===== src/rtl/boton_peatonal_pkg.sv =====
// Shared encodings for the pedestrian-button stage: light codes seen from calle
// and the per-crossing request FSM states, plus the FSM next-state function.
package boton_peatonal_pkg;

  typedef enum logic [1:0] {
    ROJO     = 2'b00,
    AMARILLO = 2'b01,
    VERDE    = 2'b10,
    ILEGAL   = 2'b11
  } luz_t;

  typedef enum logic [1:0] {
    IDLE    = 2'd0,
    PENDING = 2'd1,
    SERVED  = 2'd2
  } estado_t;

  // Next state of one crossing's request FSM. An illegal state code falls back to IDLE;
  // an illegal light code (2'b11) is simply "not ROJO", so the request stays pending.
  function automatic estado_t siguiente(input estado_t    est,
                                        input logic       rise,
                                        input logic       level,
                                        input logic [1:0] luz);
    siguiente = IDLE;
    case (est)
      IDLE:    siguiente = rise ? PENDING : IDLE;
      PENDING: siguiente = (luz == ROJO) ? SERVED : PENDING;
      SERVED:  siguiente = level ? SERVED : IDLE;
      default: siguiente = IDLE;
    endcase
  endfunction

endpackage


===== src/rtl/boton_peatonal_antirrebote.sv =====
// antirrebote: two-flop synchroniser plus debounce counter for one raw button.
// level_out flips after DEB_CYCLES consecutive synchronised samples that differ from it;
// rise_pulse is a one-cycle (enabled-cycle) pulse on an accepted press.
module antirrebote #(
  parameter int unsigned DEB_CYCLES = 16
) (
  input  logic clk,
  input  logic reset,
  input  logic enb,
  input  logic raw_in,
  output logic level_out,
  output logic rise_pulse
);

  localparam int unsigned CW = (DEB_CYCLES > 2) ? $clog2(DEB_CYCLES) : 1;
  localparam logic [CW-1:0] LAST = CW'(DEB_CYCLES - 1);

  logic [1:0]    sync;
  logic [1:0]    vld;
  logic [CW-1:0] cnt;

  // Synchroniser runs regardless of enb; vld marks when sync[1] holds a real sample
  // rather than its reset value.
  always_ff @(posedge clk) begin
    if (reset) begin
      sync <= '0;
      vld  <= '0;
    end else begin
      sync <= {sync[0], raw_in};
      vld  <= {vld[0], 1'b1};
    end
  end

  // Debounce: count consecutive samples differing from the tracked level, flip at DEB_CYCLES.
  // The level starts high so a button held through reset must be released (and debounced low)
  // before its next press can raise a request.
  always_ff @(posedge clk) begin
    if (reset) begin
      level_out  <= 1'b1;
      cnt        <= '0;
      rise_pulse <= 1'b0;
    end else if (enb) begin
      rise_pulse <= 1'b0;
      if (vld[1]) begin
        if (sync[1] != level_out) begin
          if (cnt == LAST) begin
            level_out  <= sync[1];
            cnt        <= '0;
            rise_pulse <= sync[1];
          end else begin
            cnt <= cnt + 1'b1;
          end
        end else begin
          cnt <= '0;
        end
      end
    end
  end

endmodule


===== src/rtl/boton_peatonal.sv =====
// boton_peatonal: conditions the two pedestrian buttons into the a_peatonal / b_peatonal
// request levels consumed by calle. Optional served-request counters are built when
// BOTON_PEATONAL_CONTADOR_EN is defined.
module boton_peatonal
  import boton_peatonal_pkg::*;
#(
  parameter int unsigned DEB_CYCLES = 16,
  parameter int unsigned CNT_W      = 8
) (
  input  logic             clk,
  input  logic             reset,
  input  logic             enb,
  input  logic             btn_a,
  input  logic             btn_b,
  input  logic [1:0]       semaforo_a,
  input  logic [1:0]       semaforo_b,
  output logic             a_peatonal,
  output logic             b_peatonal
`ifdef BOTON_PEATONAL_CONTADOR_EN
  ,
  output logic [CNT_W-1:0] cnt_a,
  output logic [CNT_W-1:0] cnt_b
`endif
);

  logic    level_a, rise_a, level_b, rise_b;
  estado_t est_a, est_b, nxt_a, nxt_b;

  antirrebote #(.DEB_CYCLES(DEB_CYCLES)) u_deb_a (
    .clk        (clk),
    .reset      (reset),
    .enb        (enb),
    .raw_in     (btn_a),
    .level_out  (level_a),
    .rise_pulse (rise_a)
  );

  antirrebote #(.DEB_CYCLES(DEB_CYCLES)) u_deb_b (
    .clk        (clk),
    .reset      (reset),
    .enb        (enb),
    .raw_in     (btn_b),
    .level_out  (level_b),
    .rise_pulse (rise_b)
  );

  // Next-state decode for both crossings.
  always_comb begin
    nxt_a = siguiente(est_a, rise_a, level_a, semaforo_a);
    nxt_b = siguiente(est_b, rise_b, level_b, semaforo_b);
  end

  // Crossing A request FSM with registered request output.
  always_ff @(posedge clk) begin
    if (reset) begin
      est_a      <= IDLE;
      a_peatonal <= 1'b0;
    end else if (enb) begin
      est_a      <= nxt_a;
      a_peatonal <= (nxt_a == PENDING);
    end
  end

  // Crossing B request FSM with registered request output.
  always_ff @(posedge clk) begin
    if (reset) begin
      est_b      <= IDLE;
      b_peatonal <= 1'b0;
    end else if (enb) begin
      est_b      <= nxt_b;
      b_peatonal <= (nxt_b == PENDING);
    end
  end

`ifdef BOTON_PEATONAL_CONTADOR_EN
  // Served-request counters: bump on each PENDING->SERVED transition, wrapping naturally.
  always_ff @(posedge clk) begin
    if (reset) begin
      cnt_a <= '0;
      cnt_b <= '0;
    end else if (enb) begin
      if (est_a == PENDING && nxt_a == SERVED) cnt_a <= cnt_a + 1'b1;
      if (est_b == PENDING && nxt_b == SERVED) cnt_b <= cnt_b + 1'b1;
    end
  end
`endif

endmodule


===== config.mk =====
export PLATFORM = sky130hd
export DESIGN_NAME = boton_peatonal
export DESIGN_NICKNAME = d
export VERILOG_FILES = /design/src/rtl/boton_peatonal_pkg.sv /design/src/rtl/boton_peatonal_antirrebote.sv /design/src/rtl/boton_peatonal.sv
export SDC_FILE = /design/constraint.sdc
export NUM_CORES = 1
export LEC_CHECK = 0
export CAP_MARGIN = 10
export CORE_ASPECT_RATIO = 1.4
export CORE_MARGIN = 1
export CORE_UTILIZATION = 45
export DETAILED_ROUTE_END_ITERATION = 10
export PLACE_DENSITY = 0.64
export SYNTH_ARGS = -nofsm -noshare
export SYNTH_HDL_FRONTEND = slang
export SYNTH_SLANG_ARGS = --single-unit

===== constraint.sdc =====
create_clock -name clk -period 1.81 [get_ports clk]
set_clock_uncertainty 0.15 [all_clocks]
set_input_delay 0.362 -clock clk [delete_from_list [all_inputs] [get_ports clk]]
set_output_delay 0.362 -clock clk [all_outputs]
set_load 0.005 [all_outputs]

; Word level (Yosys, flattened, before mapping)
; Index checks and enable logic that the tools add are counted.
[word_totals]
regBits = 26
input_bits = 9
output_inout_bits = 2
word_cells = 56
[op_classes]
add_sub_neg = 2
eq_ne = 10
mux = 20
reduce_logical = 8
[ops]
columns = operator, count
row1 = 2-to-1 mux 4 bit, 4
row2 = one-hot mux 2 bit (3 select lines), 2
row3 = 2-to-1 mux 1 bit, 10
row4 = adder 4 x 1 -> 4 bit (second input constant), 2
row5 = equality test 2 x 1 -> 1 bit (second input constant), 4
row6 = equality test 4 bit (second input constant), 2
row7 = logical NOT 2 bit, 4
row8 = 2-to-1 mux 2 bit, 4
row9 = AND reduction 4 bit, 2
row10 = equality test 2 bit (second input constant), 2
row11 = AND reduction 2 bit, 2
row12 = inequality test 1 bit, 2

; Depth between registers and ports, before layout
[depth]
depth_word = 4
depth_mapped = 4
ltp_nobuf = 4

; Hierarchy
; From an unflattened synthesis, not the netlist that was laid out.
[unflattened]
cells_unflattened = 113
hier_area_um2 = 1051.0
[by_module_without_submodules]
columns = module, instances, cells_each, area_each_um2, seq_area_each_um2
row1 = antirrebote, 2, 42, 400.4, 200.2
row2 = boton_peatonal, 1, 29, 250.2, 120.1

; Least setup slack after synthesis
; OpenSTA, ideal clock, no wires.
[synth_path]
path_kind = flip-flop to flip-flop
startpoint = reg u_deb_b.sync[1]
endpoint = reg u_deb_b.cnt[3]
setup_time_ns = 0.074
t_arrival_ns = 1.179
required_time_ns = 1.586
slack_ns = 0.407
stages_incl_launch_ff = 4
n_path_buf = 0
synth_period_minus_slack_ns = 1.403
cell_sequence = dfxtp_1 -> xor2_1 -> or4b_1 -> a31oi_1
[synth_between]
elab_chain_len = 2
[synth_rtl]
columns = element, line
row1 = start: declaration, boton_peatonal_antirrebote.sv:18  ; logic [1:0] sync;
row2 = start signal: assignment, boton_peatonal_antirrebote.sv:29  ; sync <= {sync[0], raw_in};
row3 = inequality test 1 bit, boton_peatonal_antirrebote.sv:45  ; if (sync[1] != level_out) begin
row4 = 2-to-1 mux 4 bit, boton_peatonal_antirrebote.sv:45
row5 = end signal: assignment, boton_peatonal_antirrebote.sv:51  ; cnt <= cnt + 1'b1;
row6 = end: declaration, boton_peatonal_antirrebote.sv:20  ; logic [CW-1:0] cnt;
; No other way between the ends.
; A chain may end at the register's enable or synchronous reset.

; Worst setup path in the final report
[layout_path]
startpoint = reg b_peatonal
endpoint = out b_peatonal
[layout_lines]
columns = element, line
row1 = start: declaration, boton_peatonal.sv:18  ; output logic b_peatonal
row2 = start signal: assignment, boton_peatonal.sv:71  ; b_peatonal <= (nxt_b == PENDING);
; No word-level cell between the ends.

==> results summary <==
The number of clock buffers added by TritonCTS is 3. The routed design uses between 1000 and 1500 µm of met2 wire. The synthesized area per cell came out at about 9 µm². The share of total power consumed by net switching is 21.5%. The post-route fraction of the period consumed by the critical path came out at approximately 90%.

The number of placed instances with taps included came out at 151. The synthesized instance count came out at ~110. In this run the number of cells on the critical path is 1. After the first detailed-routing iteration, the DRC count stood at 34. The largest net degree at the start of global routing came out at 13.

11 I/O pins were placed. The worst setup path is captured at a primary output. The total power divided by cell area came out at just under 700 mW/mm².

The met1 wire length came out at just under 900 µm. In this run the number of H-tree levels came out at 1. Clock-pin slew was measured on the worst setup and hold paths at 0.12 ns. The footprint of the flip-flops and latches is 480 µm². Yosys mapped the design onto 24 distinct sky130hd cell types. The startpoint of the lowest-slack register-to-register path is u_deb_a.level_out$_SDFFE_PP1P_. The total detailed-routing wirelength came out at 2000 µm. The critical path class is flip-flop to primary output. The total nets after synthesis came out at between 100 and 150. For this design the static power due to leakage is 0.437 nW. The path class of the tightest hold or removal check is flip-flop to flip-flop. The cell area that synthesis handed to floorplanning was 992 µm².

In this run the clock root is driven by a sky130_fd_sc_hd__clkbuf_4. The startpoint of the worst setup timing path is b_peatonal$_SDFFE_PP0P_. The combinational power share came out at between 8 and 9%.

The die area came out at between 0.002 and 0.0025 mm². The top cell types in the final layout, fill and taps aside, are sky130_fd_sc_hd__dfxtp_1 (24), sky130_fd_sc_hd__nand2_1 (15), sky130_fd_sc_hd__a21oi_1 (14), sky130_fd_sc_hd__buf_4 (12), sky130_fd_sc_hd__nand3_1 (11). The critical path goes through clkdlybuf4s50_1. The row count came out at 19. The top metal layer carrying routed signals is met4. The clock latency on the worst-skew pair came out at 0.30 ns. The first global-routing pass estimated 3430 µm of wire. The vertical die dimension came out at around 58 µm.

Leaving out fill and tap cells, the most frequent cell in the layout is sky130_fd_sc_hd__dfxtp_1. TritonCTS built the clock tree. The maximum frequency from static timing analysis is between 0.6 and 0.7 GHz. The share of synthesized area occupied by flip-flops and latches came out at 48.4%. The total clock sinks is 24. The core area is about 0.0020 mm².

Measured in cells, the most critical reg-to-reg path has a length of 3. Setup violations remaining at the end of the flow were counted as 0. Together, buffers and inverters on the worst path number 1. The transition time at the pin with the least slew margin came out at between 0.3 and 0.4 ns. For this configuration, the core starts out at a cell density of about half. The footprint of the multi-input gates came out at slightly below 500 µm².

The total setup buffers inserted after CTS is 0. The proportion of layout cells with a drive suffix above 1 came out at 12.8%. The count of maximum capacitance violations is 0. For this design the total switching power over the nets is 180 µW. The finished layout holds 154 standard cells, fillers aside. The endpoint arrival time on the critical path came out at about 1.1 ns. The Yosys step of the flow raised 0 warnings.

The die span in x is roughly 42 µm. The required time of the worst setup path came out at 1.30 ns. The dominant delay contributor by cell family on the critical path is buffers and inverters. The residual overflow from global routing came out at 0. The capture point of the worst path is b_peatonal. Setup repair after global routing left no endpoint under its margin. The internal portion of the total power is 654 µW. Detailed placement finished with a half-perimeter wire length of roughly 1600 µm. The total count of hold-check failures in the final report came out at 0. The layout net count came out at 146.

The fill cell instance count of the final layout is between 150 and 200. The delay of the slowest cell on the worst path came out at 0.50 ns. The share of power burned in registers is 65.1%. The worst hold margin is 0.300 ns. The maximum clock path buffer count came out at 2. The count of pins over their slew limit came to 0. The count of nets left with antenna violations once routing finished came out at 0. The maximum ir drop on the vdd rail came out at 0.000369 V.

The time the worst path needs with I/O delays and setup is approximately 1.7 ns. Measured against its own limit, the worst slew margin works out to between 70% and 80%. The run finished with clean final reports. Along the worst path, the maximum fanout reaches 2.

The final RePlAce weighted congestion is ~0.85. The slowest stage of the critical path is the sky130_fd_sc_hd__clkdlybuf4s50_1 cell. Wire segments on met3 add up to about 44 µm in the final route. The total track usage is between 15 and 20%. The number of iterations in the first detailed-routing pass came out at 4.

The per-cell via count in the routed design came out at 5.59. Input and output buffers added on the ports amount to 10. Relative to the synthesized area, the layout overhead comes to 22.6%.

The via count of the first global-routing pass is roughly 800. The quantity of gates resized following cts is 0. The final route contains 861 vias. The count of hold-fix buffers inserted at cts came out at 0. The repair_antennas step left the layout with diodes totalling 0. The worst setup path is launched from a flip-flop. The clock network is responsible for a little over a quarter of the overall power. Power comes to ~830 µW. The initial antenna violation count came out at 0. The flop-to-flop setup slack came out at 0.33 ns. The total of flip-flops plus latches after synthesis is 24. The terminus of the critical flop-to-flop path is u_deb_a.cnt[3]$_SDFFE_PP0P_. The end-of-flow core utilization is 60.2%. The remaining routing DRC violations is 0. The mean routed wirelength per cell is ~13 µm.
[worst min-delay path by stage]
stage                            endpoint  slack [ns]                       start  cells past startpoint
6_report        u_deb_a.vld[1]$_SDFF_PP0_        0.30      u_deb_a.vld[0]$_DFF_P_                      1
5_1_grt        u_deb_b.sync[1]$_SDFF_PP0_        0.32  u_deb_b.sync[0]$_SDFF_PP0_                      1
3_3_place_gp   u_deb_b.sync[1]$_SDFF_PP0_        0.27  u_deb_b.sync[0]$_SDFF_PP0_                      1
4_1_cts         u_deb_a.vld[1]$_SDFF_PP0_        0.30      u_deb_a.vld[0]$_DFF_P_                      1
3_5_place_dp    u_deb_a.vld[1]$_SDFF_PP0_        0.27      u_deb_a.vld[0]$_DFF_P_                      1
2_1_floorplan  u_deb_a.sync[1]$_SDFF_PP0_        0.26  u_deb_a.sync[0]$_SDFF_PP0_                      1
[cell type report]
| class | instances | area share [%] |
|---|---|---|
| multi-input cells | 81 | 39.9 |
| flip-flops and latches | 24 | 39.5 |
| repair buffers | 22 | 15.6 |
| well taps | 21 | 2.16 |
| clock buffers | 3 | 1.85 |
| inverters | 3 | 0.926 |
[state kept, by name, summed over array words and instances, names as in the netlist, 2 cells and up]
signal,flops
est_b,2
est_a,2
u_deb_b.sync,2
u_deb_a.sync,2
u_deb_a.cnt,4
u_deb_b.cnt,4
u_deb_a.vld,2
[power groups by stage]
stage,combinational [mW],clock (mW),sequential [mW]
after floorplan,0.0273,0,0.554
after global placement,0.0682,0,0.555
after detailed placement,0.0695,0,0.555
after CTS,0.0703,0.231,0.543
after global routing,0.0757,0.251,0.545
final,0.0695,0.221,0.543
[through the flow]
stage	setup WS [ns]	TNS [ns]	area, µm²
2_1_floorplan	0.407	0	992
3_3_place_gp	-0.0829	-0.219	1190
3_5_place_dp	-0.126	-0.344	1190
4_1_cts	0.142	0	1220
5_1_grt	0.0906	0	1220
6_report	0.157	0	1220
[cells by family after synthesis]
logic type | count (synthesis) | share of synthesized area, %
compound gates | 24 | 13.1
xor+xnor | 2 | 2.52
fa+ha+maj | 2 | 2.52
buf+inv | 7 | 2.65
flops | 24 | 48.4
simple gates | 53 | 30.8
[Yosys cell counts, drive strengths merged]
master / instances / area, µm²
dfxtp: 24 / 480
nand2: 15 / 56.3
a21oi: 14 / 70.1
nand3: 11 / 55.1
nor2b: 10 / 62.6
o21ai: 6 / 30.0
nand4b: 4 / 35.0
clkbuf: 3 / 11.3
inv: 3 / 11.3
a31oi: 2 / 12.5
and3: 2 / 12.5
ha: 2 / 25.0
nand2b: 2 / 12.5
nand4: 2 / 12.5
o221ai: 2 / 17.5
or4: 2 / 15.0
or4b: 2 / 20.0
xor2: 2 / 25.0
and2: 1 / 6.26
and4b: 1 / 10.0
buf: 1 / 3.75
nor3b: 1 / 7.51
[worst reg2reg max path: cells and delay by family (launching register included)]
kind	cells	cell delay, ns
flops	1	0.46
simple gates	1	0.45
xor+xnor	1	0.18
compound gates	1	0.17
[metal layers]
layer / global-route usage, % / vias to the layer above
li1: - / 440
met1: 21.7 / 406
met2: 32.6 / 13
met3: 1.90 / 2
met4: 8.29 / 0
met5: 0 / -
(Power assumes the default switching activity.)
